===== config.mk =====
export PLATFORM = sky130hd
export DESIGN_NAME = shift_sequencer_flat
export DESIGN_NICKNAME = d
export VERILOG_FILES = /design/src/rtl/shift_sequencer_if.sv /design/src/rtl/shift_sequencer.sv /design/src/flat_wrapper.sv
export SDC_FILE = /design/constraint.sdc
export NUM_CORES = 1
export LEC_CHECK = 0
export BUFFER_PORTS_ARGS = -buffer_cell sky130_fd_sc_hd__buf_2
export CORE_ASPECT_RATIO = 1.4
export CORE_MARGIN = 1.5
export CORE_UTILIZATION = 54
export DETAILED_ROUTE_END_ITERATION = 8
export PLACE_DENSITY = 0.83
export SLEW_MARGIN = 20
export SYNTH_ARGS = -nofsm -noshare
export SYNTH_HDL_FRONTEND = slang
export SYNTH_SLANG_ARGS = --single-unit

===== constraint.sdc =====
create_clock -name Clk -period 5.1 [get_ports Clk]
set_clock_uncertainty 0.05 [all_clocks]
set_input_delay 0.51 -clock Clk [delete_from_list [all_inputs] [get_ports Clk]]
set_output_delay 0.51 -clock Clk [all_outputs]
set_load 0.02 [all_outputs]

===== src/rtl/shift_sequencer_if.sv =====
// Command-side bus of the shift sequencer.
//
// Handshake: the master presents start together with data_in, amount, dir
// and kind. The command is taken at the first rising edge where start=1 and
// busy=0. While busy=1, start is ignored and nothing is queued. done is a
// single-cycle pulse, and result is valid in that same cycle. result then
// keeps the last completed value until the next completion. abort cancels an
// operation that is still loading or shifting.
//
// Signals:
//   start    master->slave  command request
//   data_in  master->slave  operand (WIDTH)
//   amount   master->slave  requested shift count (AMT_W)
//   dir      master->slave  0 = right, 1 = left
//   kind     master->slave  00 logical, 01 arithmetic, 10 rotate, 11 logical
//   abort    master->slave  cancel in-progress operation
//   busy     slave->master  high whenever the sequencer is not idle
//   done     slave->master  one-cycle completion pulse
//   result   slave->master  operation result (WIDTH)
interface shift_sequencer_if #(
    parameter int WIDTH = 4,
    parameter int AMT_W = 3
);
    logic             start;
    logic [WIDTH-1:0] data_in;
    logic [AMT_W-1:0] amount;
    logic             dir;
    logic [1:0]       kind;
    logic             abort;
    logic             busy;
    logic             done;
    logic [WIDTH-1:0] result;

    modport master (
        output start, data_in, amount, dir, kind, abort,
        input  busy, done, result
    );

    modport slave (
        input  start, data_in, amount, dir, kind, abort,
        output busy, done, result
    );
endinterface


===== src/rtl/shift_sequencer.sv =====
// Sequencer for an external Mode-controlled shift register. It accepts one
// shift command, parallel-loads the operand, and issues n single-bit shifts
// with the serial-in bits chosen for logical, arithmetic or rotate semantics.
// It then reports the register contents with a done pulse.
//
// Ports:
//   Clk        clock, rising edge
//   Reset      synchronous, active-low
//   cmd        command bus (shift_sequencer_if.slave)
//   sr_q       shift register parallel output (fed back)
//   sr_mode    register mode: 00 hold, 01 right, 10 left, 11 load
//   sr_pin     register parallel input
//   sr_ls_in   left-shift serial input (enters LSB)
//   sr_rs_in   right-shift serial input (enters MSB)
//   state_dbg  current FSM state (0 idle, 1 load, 2 shift, 3 done)
module shift_sequencer #(
    parameter int WIDTH = 4,
    parameter int AMT_W = 3
) (
    input  logic                Clk,
    input  logic                Reset,
    shift_sequencer_if.slave    cmd,
    input  logic [WIDTH-1:0]    sr_q,
    output logic [1:0]          sr_mode,
    output logic [WIDTH-1:0]    sr_pin,
    output logic                sr_ls_in,
    output logic                sr_rs_in,
    output logic [1:0]          state_dbg
);

    typedef enum logic [1:0] {
        S_IDLE  = 2'd0,
        S_LOAD  = 2'd1,
        S_SHIFT = 2'd2,
        S_DONE  = 2'd3
    } state_t;

    localparam logic [1:0] MODE_HOLD  = 2'b00;
    localparam logic [1:0] MODE_RIGHT = 2'b01;
    localparam logic [1:0] MODE_LEFT  = 2'b10;
    localparam logic [1:0] MODE_LOAD  = 2'b11;

    localparam logic [1:0] KIND_ARITH = 2'b01;
    localparam logic [1:0] KIND_ROT   = 2'b10;

    localparam logic [AMT_W-1:0] WIDTH_A = AMT_W'(WIDTH);
    localparam logic [31:0]      WIDTH_U = WIDTH;

    state_t           state;
    logic [AMT_W-1:0] cnt;
    logic [WIDTH-1:0] lat_data;
    logic             lat_dir;
    logic [1:0]       lat_kind;
    logic [WIDTH-1:0] result_hold;
    logic             busy_q;
    logic             done_q;
    logic [AMT_W-1:0] n_eff;

    // Rotates wrap modulo WIDTH. Logical and arithmetic shifts saturate at
    // WIDTH, because the register is fully filled by then. The reserved kind
    // falls through to the logical rule.
    always_comb begin
        n_eff = cmd.amount;
        if (cmd.kind == KIND_ROT) begin
            n_eff = AMT_W'({{(32-AMT_W){1'b0}}, cmd.amount} % WIDTH_U);
        end else if (cmd.amount > WIDTH_A) begin
            n_eff = WIDTH_A;
        end
    end

    // The effective count is captured straight into the counter at
    // acceptance. LOAD only needs to test it for zero.
    always_ff @(posedge Clk) begin
        if (!Reset) begin
            state       <= S_IDLE;
            cnt         <= '0;
            lat_data    <= '0;
            lat_dir     <= 1'b0;
            lat_kind    <= '0;
            result_hold <= '0;
            busy_q      <= 1'b0;
            done_q      <= 1'b0;
        end else begin
            case (state)
                S_IDLE: begin
                    if (cmd.start) begin
                        lat_data <= cmd.data_in;
                        lat_dir  <= cmd.dir;
                        lat_kind <= cmd.kind;
                        cnt      <= n_eff;
                        state    <= S_LOAD;
                        busy_q   <= 1'b1;
                    end
                end
                S_LOAD: begin
                    if (cmd.abort) begin
                        state  <= S_IDLE;
                        busy_q <= 1'b0;
                    end else if (cnt == '0) begin
                        state  <= S_DONE;
                        done_q <= 1'b1;
                    end else begin
                        state <= S_SHIFT;
                    end
                end
                S_SHIFT: begin
                    // An abort on the final shift still lets that shift land in
                    // the register, because the mode is already driven. Only
                    // the done pulse is suppressed.
                    if (cmd.abort) begin
                        state  <= S_IDLE;
                        busy_q <= 1'b0;
                    end else begin
                        cnt <= cnt - AMT_W'(1);
                        if (cnt == AMT_W'(1)) begin
                            state  <= S_DONE;
                            done_q <= 1'b1;
                        end
                    end
                end
                S_DONE: begin
                    result_hold <= sr_q;
                    state       <= S_IDLE;
                    busy_q      <= 1'b0;
                    done_q      <= 1'b0;
                end
                default: begin
                    state  <= S_IDLE;
                    busy_q <= 1'b0;
                    done_q <= 1'b0;
                end
            endcase
        end
    end

    always_comb begin
        sr_mode  = MODE_HOLD;
        sr_pin   = '0;
        sr_ls_in = 1'b0;
        sr_rs_in = 1'b0;
        case (state)
            S_LOAD: begin
                sr_mode = MODE_LOAD;
                sr_pin  = lat_data;
            end
            S_SHIFT: begin
                if (lat_dir) begin
                    // An arithmetic left shift is identical to a logical left shift.
                    sr_mode  = MODE_LEFT;
                    sr_ls_in = (lat_kind == KIND_ROT) ? sr_q[WIDTH-1] : 1'b0;
                end else begin
                    sr_mode = MODE_RIGHT;
                    case (lat_kind)
                        KIND_ARITH: sr_rs_in = sr_q[WIDTH-1];
                        KIND_ROT:   sr_rs_in = sr_q[0];
                        default:    sr_rs_in = 1'b0;
                    endcase
                end
            end
            default: begin
                sr_mode = MODE_HOLD;
            end
        endcase
    end

    assign cmd.busy   = busy_q;
    assign cmd.done   = done_q;
    assign cmd.result = done_q ? sr_q : result_hold;
    assign state_dbg  = state;

endmodule


===== src/flat_wrapper.sv =====
// flat-port wrapper written by rule: the top's interface ports become plain ports
module shift_sequencer_flat 
#(
    parameter int WIDTH = 4,
    parameter int AMT_W = 3
)
  (Clk, Reset, sr_q, sr_mode, sr_pin, sr_ls_in, sr_rs_in, state_dbg, cmd_start, cmd_data_in, cmd_amount, cmd_dir, cmd_kind, cmd_abort, cmd_busy, cmd_done, cmd_result);
  shift_sequencer_if #(.WIDTH(WIDTH), .AMT_W(AMT_W)) cmd_i ();
  input  logic Clk;
  input  logic Reset;
  input  logic [WIDTH-1:0] sr_q;
  output logic [1:0] sr_mode;
  output logic [WIDTH-1:0] sr_pin;
  output logic sr_ls_in;
  output logic sr_rs_in;
  output logic [1:0] state_dbg;
  input wire logic [$bits(cmd_i.start)-1:0] cmd_start;
  input wire logic [$bits(cmd_i.data_in)-1:0] cmd_data_in;
  input wire logic [$bits(cmd_i.amount)-1:0] cmd_amount;
  input wire logic [$bits(cmd_i.dir)-1:0] cmd_dir;
  input wire logic [$bits(cmd_i.kind)-1:0] cmd_kind;
  input wire logic [$bits(cmd_i.abort)-1:0] cmd_abort;
  output wire logic [$bits(cmd_i.busy)-1:0] cmd_busy;
  output wire logic [$bits(cmd_i.done)-1:0] cmd_done;
  output wire logic [$bits(cmd_i.result)-1:0] cmd_result;
  assign cmd_i.start = cmd_start;
  assign cmd_i.data_in = cmd_data_in;
  assign cmd_i.amount = cmd_amount;
  assign cmd_i.dir = cmd_dir;
  assign cmd_i.kind = cmd_kind;
  assign cmd_i.abort = cmd_abort;
  assign cmd_busy = cmd_i.busy;
  assign cmd_done = cmd_i.done;
  assign cmd_result = cmd_i.result;
  shift_sequencer #(.WIDTH(WIDTH), .AMT_W(AMT_W)) u_core (.Clk(Clk), .Reset(Reset), .cmd(cmd_i), .sr_q(sr_q), .sr_mode(sr_mode), .sr_pin(sr_pin), .sr_ls_in(sr_ls_in), .sr_rs_in(sr_rs_in), .state_dbg(state_dbg));
endmodule

# Yosys cells after proc, flatten, opt, wreduce, memory -nomap -nowiden
# Cells that the tools add are included.
# Widths: inputs -> output; s select.
# totals
inputBits,18
out_inout_bits,16
regBits,18
wordCells,63
# op_classes
n_mux,29
n_eq_ne,14
n_lt_le_gt_ge,1
reduce_logical,10
add_sub_neg,1
# op_table
operator,n
$mux 1,12
$mux 3,4
$mux 2,5
$eq 2x2->1 const B,4
$mux 4,2
$pmux 2 s4,1
$ne 2x1->1 const B,3
$ne 2x2->1 const B,3
$pmux 1 s3,2
$pmux 3 s2,1
$reduce_and 2->1,3
$reduce_and 5->1,1
$eq 2x1->1 const B,2
$pmux 2 s2,1
$eq 3x1->1 const B,1
$gt 3x3->1 const B,1
$logic_not 3->1,1
$ne 3x2->1 const B,1
$reduce_and 3->1,1
$reduce_bool 3->1,1
$sub 3x1->3 const B,1
$logic_not 2->1,1
$pmux 1 s2,1
$reduce_bool 2->1,1
$reduce_or 2->1,1

# Depth between registers and ports, before layout
# Gate-level depths: netlist of the first run.
# logic_depth
depth_word,5
ltp_mapped,7
depth_no_buf,6

# Least setup slack after synthesis of the first run
# No wires, ideal clock.
# synth_timing
path_type,flip-flop to output port
start,"register u_core.state[1], in the netlist u_core.state_dbg[1]"
end,output port sr_rs_in
t_required_ps,4540
arrival_time_ps,1632
path_slack_ps,2908
path_stages_with_launch,6
path_buffers,2
cell_sequence,dfxtp_1 ha_1 buf_2 buf_6 nor2b_1 nor3b_1
# synth_between
elab_chain_len,2
# synth_rtl
element,line,source
from (decl),shift_sequencer.sv:49,state_t state;
from (signal assigned),shift_sequencer.sv:75,state <= S_IDLE;
from (signal assigned),shift_sequencer.sv:91,state <= S_LOAD;
from (signal assigned),shift_sequencer.sv:97,state <= S_IDLE;
$eq 2x2->1,shift_sequencer.sv:141,case (state)
$mux 1,shift_sequencer.sv:141,
to (decl),flat_wrapper.sv:15,output logic sr_rs_in;
# Every way passes these cells.

# Worst setup path after layout of the first run
# layout_timing
start,"register u_core.state[0], in the netlist u_core.state_dbg[0]"
end,output port sr_rs_in
# The elaborated chain is that of the path after synthesis.

==> results of run 1 <==
==> per-layer routing <==
| layer | share of wire (%) | vias up | track usage, % |
|---|---|---|---|
| met5 | 0 | - | 0 |
| met1 | 40 | 464 | 23.7 |
| li1 | - | 496 | - |
| met2 | 51 | 38 | 38.4 |
| met3 | 4.8 | 12 | 3.54 |
| met4 | 3.8 | 0 | 12.9 |
==> worst paths after layout <==
check,start,end,depth (start not counted)
max reg2reg,u_core.state_dbg[0],u_core.cnt[1],6
max,u_core.state_dbg[0],sr_rs_in,5
min reg2reg,u_core.lat_data[1],u_core.lat_data[1],2
min,cmd_data_in[3],u_core.lat_data[3],3
==> worst min-delay path, stage by stage <==
cell and delay, ns:
buf_2 0.09, nand3_1 0.05, a21boi_0 0.06
==> cell usage after synthesis <==
| cell | number |
|---|---|
| o21ai_0 | 5 |
| a211oi_1 | 1 |
| nand2_1 | 10 |
| o221a_1 | 1 |
| ha_1 | 11 |
| a21oi_1 | 4 |
| nor3b_1 | 1 |
| mux2_2 | 4 |
| nor2b_4 | 1 |
| nand2b_1 | 3 |
| a21boi_0 | 7 |
| buf_2 | 1 |
| dfxtp_1 | 18 |
| o21a_1 | 1 |
| nor3_1 | 1 |
| nor2b_1 | 8 |
| nor2_1 | 6 |
| a21oi_2 | 1 |
| and2_1 | 4 |
| nand3_1 | 7 |
| and4_1 | 1 |
| inv_1 | 11 |
| o211ai_1 | 1 |
| buf_6 | 3 |
| a31oi_1 | 2 |
| buf_1 | 1 |
| mux2i_1 | 7 |
| a221oi_1 | 3 |
| clkbuf_1 | 1 |
| a211o_1 | 1 |
| a22oi_1 | 1 |
==> registers in the layout, summed over array words and instances (netlist names) <==
register            flops
u_core.lat_data         4
u_core.result_hold      4
u_core.cnt              3
u_core.lat_kind         2
u_core.state_dbg        2
u_core.cmd.busy         1
u_core.cmd.done         1
u_core.lat_dir          1
==> metrics by stage <==
stage / instance area (µm²) / total power (W) / util, %
finish: 1300 / 0.000366 / 66.8
global route: 1300 / 0.000384 / 66.8
CTS: 1300 / 0.000367 / 66.8
detailed placement: 1260 / 0.000278 / 64.9
global placement: 1260 / 0.000272 / 64.9
floorplan: 1120 / 0.000247 / -
==> where the power goes <==
group	switching [W]	leakage [nW]	internal, W
combinational	0.0000665	0.444	0.0000474
clock	0.0000446	0.0210	0.0000435
sequential	0.0000110	0.148	0.000153
==> logic make-up (layout without fill, tap and decap cells) <==
| family | after synthesis | in the layout | synth area share, % |
|---|---|---|---|
| compound gates | 28 | 28 | 17.4 |
| flops | 18 | 18 | 32.2 |
| fa+ha+maj | 11 | 11 | 12.3 |
| buf+inv | 17 | 48 | 7.82 |
| mux | 11 | 11 | 10.3 |
| simple gates | 42 | 42 | 20.0 |
==> layout by cell type, fill, tap and decap left out, drive strengths merged, types with 3 or more instances in the layout <==
cell     n
a21boi   7
a21oi    5
a221oi   3
and2     4
buf     33
clkbuf   4
dfxtp   18
ha      11
inv     11
mux2     4
mux2i    7
nand2   10
nand2b   3
nand3    7
nor2     6
nor2b    9
o21ai    5
==> final cells by class <==
type | count | area share, %
Sequential cell | 18 | 27.7
Timing Repair Buffer | 33 | 12.7
Tap cell | 21 | 2.02
Inverter | 11 | 3.17
Clock buffer | 4 | 2.79
Multi-Input combinational cell | 92 | 51.6
==> flow_metrics.tcl, run 1 <==
set metrics [dict create \
    grt_max_degree 20 \
    drc_errors 0 \
    io_pins 34 \
    dp_cells 175 \
    worstPathRequired_ns 4.54 \
    dieHeight_um 56.9 \
    drive_above_1_share_pct 27.2 \
    cts_buffer_depth 2 \
    r2r_setup_slack_ns 3.11 \
    period_needed_ns 2.52 \
    seqCellArea_um2 360 \
    die-area_mm2 0.00236 \
    max_stage_delay_ns 0.50 \
    multi_input_area_um2 672 \
    ir_drop_mv 0.169 \
    synthDominantCellAreaShare_pct 32.2 \
    critPathLaunchType "register" \
    min_path_type "in -> reg" \
    cts_num_sinks 18 \
    yosysWarnings 0 \
    cts_hold_buffers 0 \
    critPathMaxFanout 16 \
    power_density_mw_per_mm2 281 \
    nFillCells 165 \
    cts_setup_buffers 0 \
    path_cells "inv_1 -> ha_1 -> nor2b_1 -> nor3b_1 -> buf_2" \
    drt-initial-drc-count 17 \
    die_w_um 41.5 \
    path_class "reg -> out" \
    vias 1010 \
    grt_pass1_vias 962 \
    viasPerCell 5.64 \
    stdcell_count 179 \
    grt_pass1_wl_mm 4.02 \
    cp_slowest_cell "ha_1" \
    dp_hpwl_mm 1.80 \
    final_hold_viol_count 0 \
    slew_violations 0 \
    gr-total-overflow 0 \
    core_area_mm2 0.00195 \
    seq_area_frac_synth_pct 32.2 \
    cts_root_buffer "clkbuf_4" \
    cp_top_family "adder cells" \
    wl_per_cell_um 13.5 \
    synth_cell_types 31 \
    clk_pin_slew_ns 0.10 \
    fin_hold_ws_ns 0.414 \
    synth_area_leaders "dfxtp_1 32%, ha_1 12%, mux2i_1 6.3%" \
    syn_avg_cell_area_um2 8.82 \
    drv_cap 0 \
    status "complete, no violations" \
    gp_congestion 0.849 \
    finalSetupViolCount 0 \
    post_cts_resized 0 \
    synth_area_mm2 0.00112 \
    cp.arrival_ns 1.96 \
    htreeDepth 1 \
    rsz0062_at_grt "no" \
    maxSlewHeadroom_pct 66.1 \
    fmax_mhz 396 \
    cts_made_buffers 3 \
    portBuffers 33 \
    firstDrtPassIters 6 \
    cp_num_buf_inv 2 \
    cts_tree "built" \
    period_share_pct 49.5 \
    area_delta_synth_final_pct 16.2 \
    worstSkewPairLatency_ns 0.29 \
    antenna_found_initial 0 \
    syn_nets 156 \
    synth_area_leader_cell "dfxtp_1" \
    initial_core_util_pct 57.4 \
    ant_nets 0 \
    pre_cts_ws_ns 2.92 \
    grt_usage_pct 21.7 \
    final_nets 188 \
    syn_inst 127 \
    tightestPinTransition_ns 0.509 \
    antenna_cells 0 \
    rows 19 \
    crit_path_end_kind "output pin" \
    tns_ns 0 \
    leakage_nw 0.613 \
    synth_seq_cells 18 \
    finalWirelength_mm 2.42 \
    layout_setup_ws_ns 2.58 \
]
(Power assumes the default switching activity.)
==> inputs of run 2 (changes only) <==
--- a/config.mk
+++ b/config.mk
@@ -8,9 +8,9 @@
 export BUFFER_PORTS_ARGS = -buffer_cell sky130_fd_sc_hd__buf_2
 export CORE_ASPECT_RATIO = 1.4
 export CORE_MARGIN = 1.5
-export CORE_UTILIZATION = 54
+export CORE_UTILIZATION = 45
 export DETAILED_ROUTE_END_ITERATION = 8
-export PLACE_DENSITY = 0.83
+export PLACE_DENSITY = 0.74
 export SLEW_MARGIN = 20
 export SYNTH_ARGS = -nofsm -noshare
 export SYNTH_HDL_FRONTEND = slang
==> constraint.sdc (replaced) <==
create_clock -name Clk -period 2.1 [get_ports Clk]
set_clock_uncertainty 0.05 [all_clocks]
set_input_delay 0.21 -clock Clk [delete_from_list [all_inputs] [get_ports Clk]]
set_output_delay 0.21 -clock Clk [all_outputs]
set_load 0.02 [all_outputs]
==> flow_metrics.tcl, run 2 (synthesis gave the netlist of run 1 again) <==
set metrics [dict create \
    period_needed_ns 1.91 \
    path_class "reg -> out" \
    power_frac_clock_pct 24.4 \
    initial_core_util_pct 47.4 \
    core_area_mm2 0.00236 \
    path_cells "inv_1 -> ha_4 -> nor2b_1 -> nor3b_1 -> buf_2" \
    cp_num_buf_inv 2 \
    pre_cts_ws_ns 0.278 \
    dp_hpwl_mm 1.80 \
    finalWirelength_mm 2.37 \
    min_to "u_core.lat_data[2]" \
    combPwrFrac_pct 30.7 \
    ant_nets 0 \
    max_stage_delay_ns 0.38 \
    final_hold_viol_count 0 \
    tns_ns 0 \
    ir_drop_mv 0.304 \
    wl_per_cell_um 13.1 \
    antenna_cells 0 \
    cts_buffer_depth 2 \
    drive_above_1_share_pct 27.8 \
    io_pins 34 \
    nFillCells 232 \
    use_met2_pct 32.4 \
    final_common_cell "buf_2" \
    min-delay-start "cmd_data_in[2]" \
    critPathLaunchType "register" \
    cts_setup_buffers 0 \
    antenna_found_initial 0 \
    p_sw_share_pct 33.2 \
    p_total_w 0.000886 \
    grt_util_met3_pct 3.18 \
    cp_slowest_cell "dfxtp_1" \
    cts_hold_buffers 0 \
    r2r_setup_slack_ns 0.23 \
    rr_worst_depth 6 \
    rows 21 \
    cts_made_buffers 3 \
    cts_num_sinks 18 \
    top_regs "u_core.lat_data: 4 flops, u_core.result_hold: 4 flops, u_core.cnt: 3 flops" \
    r2r-start "u_core.state_dbg[0]" \
    crit_path_end_kind "output pin" \
    cp.arrival_ns 1.65 \
    maxSlewHeadroom_pct 76.7 \
    slew_violations 0 \
    worstPathRequired_ns 1.84 \
    rsz0062_at_grt "no" \
    grt_pass1_vias 867 \
    portBuffers 33 \
    fmax_mhz 523 \
    mostFrequentLayoutCells "33 x buf_2, 18 x dfxtp_1, 11 x inv_1" \
    drt-initial-drc-count 28 \
    status "complete, no violations" \
    firstDrtPassIters 4 \
    area_delta_synth_final_pct 17.5 \
    tightestPinTransition_ns 0.348 \
    grtUsageMet1_pct 18.2 \
    layout_setup_ws_ns 0.186 \
    htreeDepth 1 \
    seqCellArea_um2 360 \
    leakage_nw 0.613 \
    cts_tree "built" \
    viasPerCell 5.45 \
    drc_errors 0 \
    r2r_end "u_core.cnt[0]" \
    dieHeight_um 62.0 \
    critPathMaxFanout 16 \
    vias 986 \
    clk_pin_slew_ns 0.11 \
    power_density_mw_per_mm2 673 \
    internal_power_w 0.000592 \
    power_frac_seq_pct 44.8 \
    worstSkewPairLatency_ns 0.30 \
    grt-busiest-layer "met2" \
    grt_pass1_wl_mm 3.57 \
    die_w_um 45.2 \
    cp_top_family "flip-flops" \
    grt_max_degree 20 \
    cts_root_buffer "clkbuf_4" \
    drv_cap 0 \
    period_share_pct 91.1 \
    min_path_type "in -> reg" \
    final_nets 188 \
    grt_usage_pct 17.8 \
    die-area_mm2 0.00280 \
    gp_congestion 0.802 \
    switchingPower_w 0.000294 \
    finalSetupViolCount 0 \
    holdPathStages 3 \
    multi_input_area_um2 684 \
    gr-total-overflow 0 \
]
run 2: cell counts in the layout (fill, tap and decap cells not counted):
Identical to the previous run, type by type.
run 2: power groups by stage:
| stage | Sequential, W | Clock [W] | Combinational, W |
|---|---|---|---|
| after floorplan | 0.000411 | 0 | 0.000188 |
| after global placement | 0.000402 | 0 | 0.000263 |
| after detailed placement | 0.000405 | 0 | 0.000269 |
| after CTS | 0.000397 | 0.000219 | 0.000271 |
| after global routing | 0.000402 | 0.000244 | 0.000303 |
| final | 0.000397 | 0.000217 | 0.000272 |
run 2: what timing repair did:
item,in CTS,in global routing
endpoints found under the setup margin,1,1
resized for setup,1,1
cloned,0,0
run 2: worst max path at each step:
stage	cells after the start	end	slack [ns]	from
final	5	sr_rs_in	0.19	u_core.state_dbg[0]
after floorplan	5	sr_rs_in	0.21	u_core.state_dbg[1]
after global routing	5	sr_rs_in	0.06	u_core.state_dbg[0]
after detailed placement	6	u_core.cnt[1]	0.28	u_core.state_dbg[0]
after CTS	5	sr_rs_in	0.10	u_core.state_dbg[0]
after global placement	6	u_core.cnt[1]	0.33	u_core.state_dbg[0]
run 2: metrics by stage:
step / utilization, % / std cells / hold slack, ns / cell area, µm²
after floorplan: - / 127 / 0.311 / 1120
after global placement: 53.6 / 177 / 0.396 / 1270
after detailed placement: 53.6 / 177 / 0.404 / 1270
after CTS: 55.2 / 181 / 0.117 / 1310
after global routing: 55.7 / 181 / 0.106 / 1320
final: 55.7 / 181 / 0.110 / 1320
run 2: worst min-delay path, stage by stage:
cell and delay [ns]:
buf_2 0.09, nand3_1 0.05, a21boi_0 0.07
run 2: area by class of cell:
| cell class | instances | share of cell area [%] |
|---|---|---|
| clock buffers | 4 | 2.76 |
| inverters | 11 | 3.14 |
| multi-input cells | 92 | 52.0 |
| flip-flops and latches | 18 | 27.4 |
| well taps | 23 | 2.19 |
| repair buffers | 33 | 12.5 |
run 2: per-layer routing:
| metal | share of wire (%) | routed length (µm) |
|---|---|---|
| met3 | 5.6 | 134 |
| met4 | 3.5 | 83 |
| met1 | 38 | 906 |
| met5 | 0 | 0 |
| met2 | 53 | 1250 |
==> inputs of run 3 (changes only) <==
--- a/config.mk
+++ b/config.mk
@@ -11,6 +11,7 @@
 export CORE_UTILIZATION = 45
 export DETAILED_ROUTE_END_ITERATION = 8
 export PLACE_DENSITY = 0.74
+export RECOVER_POWER = 100
 export SLEW_MARGIN = 20
 export SYNTH_ARGS = -nofsm -noshare
 export SYNTH_HDL_FRONTEND = slang
==> flow_metrics.tcl, run 3 (synthesis gave the netlist of run 1 again) <==
set metrics [dict create \
    leakage_nw 0.555 \
    ir_drop_mv 0.304 \
    dp_cells 177 \
    rsz0062_at_grt "no" \
    finalSetupViolCount 0 \
    fmax_mhz 518 \
    gp_congestion 0.802 \
    htreeDepth 1 \
    drive_above_1_share_pct 19.0 \
    mostFrequentLayoutCells "18 x buf_2, 18 x dfxtp_1, 14 x clkbuf_1" \
    ant_nets 0 \
    switchingPower_w 0.000295 \
    grt_pass1_wl_mm 3.57 \
    p_sw_share_pct 33.5 \
    multi_input_area_um2 684 \
    core_area_mm2 0.00236 \
    top_regs "u_core.lat_data: 4 flops, u_core.result_hold: 4 flops, u_core.cnt: 3 flops" \
    cts_tree "built" \
    dieHeight_um 62.0 \
    power_frac_clock_pct 24.6 \
    critPathLaunchType "register" \
    drc_errors 0 \
    cts_num_sinks 18 \
    maxSlewHeadroom_pct 76.7 \
    crit_path_end_kind "output pin" \
    area_delta_synth_final_pct 16.0 \
    final_nets 188 \
    finalWirelength_mm 2.39 \
    die-area_mm2 0.00280 \
    grt_usage_pct 17.8 \
    r2r-start "u_core.state_dbg[0]" \
    tightestPinTransition_ns 0.347 \
    power_density_mw_per_mm2 678 \
    gr-total-overflow 0 \
    cp_slowest_cell "dfxtp_1" \
    initial_core_util_pct 47.4 \
    cp.arrival_ns 1.67 \
    drv_cap 0 \
    path_class "reg -> out" \
    tns_ns 0 \
    period_needed_ns 1.93 \
    cts_hold_buffers 0 \
    firstDrtPassIters 4 \
    period_share_pct 91.9 \
    portBuffers 33 \
    slew_violations 0 \
    clk_pin_slew_ns 0.11 \
    die_w_um 45.2 \
    combPwrFrac_pct 30.2 \
    max_stage_delay_ns 0.38 \
    io_pins 34 \
    viasPerCell 5.45 \
    min-delay-start "cmd_data_in[2]" \
    dp_hpwl_mm 1.80 \
    internal_power_w 0.000585 \
    cp_top_family "simple AND/OR/NAND/NOR gates" \
    worstPathRequired_ns 1.84 \
    cts_made_buffers 3 \
    grt_pass1_vias 867 \
    nFillCells 241 \
    path_cells "inv_1 -> ha_4 -> nor2b_1 -> nor3b_1 -> clkbuf_2" \
    rows 21 \
    seqCellArea_um2 360 \
    grt_max_degree 20 \
    cp_num_buf_inv 2 \
    wl_per_cell_um 13.2 \
    vias 986 \
    crit_path_start "u_core.state_dbg[0]" \
    stdcell_count 181 \
    antenna_found_initial 0 \
    final_hold_viol_count 0 \
    pre_cts_ws_ns 0.278 \
    status "complete, no violations" \
    min_path_type "in -> reg" \
    layout_setup_ws_ns 0.169 \
    drt-initial-drc-count 27 \
    cts_buffer_depth 2 \
    worstSkewPairLatency_ns 0.30 \
    cts_root_buffer "clkbuf_4" \
    antenna_cells 0 \
    critPathMaxFanout 16 \
    power_frac_seq_pct 45.2 \
    fin_hold_ws_ns 0.110 \
]
## run 3: cell types whose count changed in the layout (fill, tap and decap cells not counted)
cell and change:
buf_2 -15, clkbuf_1 +14, clkbuf_2 +1
## run 3: area by class of cell
cell class,instances,area share [%]
tap,23,2.22
clock buffer,4,2.79
multi-input combinational,92,52.7
timing repair buffer,33,11.4
inverter,11,3.18
sequential,18,27.7
## run 3: power groups by stage
stage,Sequential [W],Combinational (W),Clock (W)
6_report,0.000398,0.000266,0.000216
4_1_cts,0.000397,0.000271,0.000219
5_1_grt,0.000402,0.000297,0.000244
3_5_place_dp,0.000405,0.000269,0
2_1_floorplan,0.000411,0.000188,0
3_3_place_gp,0.000402,0.000263,0
## run 3: per-stage QoR
step	total power, W	util [%]	cell area (µm²)
after floorplan	0.000599	-	1120
after global placement	0.000666	53.6	1270
after detailed placement	0.000673	53.6	1270
after CTS	0.000887	55.2	1310
after global routing	0.000943	54.9	1300
final	0.000880	54.9	1300
## run 3: final timing paths
path,slack (ns),endpoint,cells after the start
setup / recovery,0.17,sr_rs_in,5
hold / removal,0.11,u_core.lat_data[2],3
setup reg to reg,0.23,u_core.cnt[0],6
hold reg to reg,0.42,u_core.lat_data[1],2
## run 3: repair_timing
item,CTS,global route
gates cloned,0,0
setup buffers,0,0
resized for setup,1,1
endpoints found under the setup margin,1,1
## run 3: metal layers
metal	track usage [%]	share of wire, %
met4	11.3	3.5
met1	18.2	39
met3	3.18	5.8
met5	0	0
met2	32.4	52
## run 3: worst reg2reg max path, stage by stage, from the launching register on
cell	delay, ns
dfxtp_1	0.44
inv_1	0.13
ha_1	0.33
nor2b_4	0.18
a211o_1	0.33
a221oi_1	0.22
nor2_1	0.08
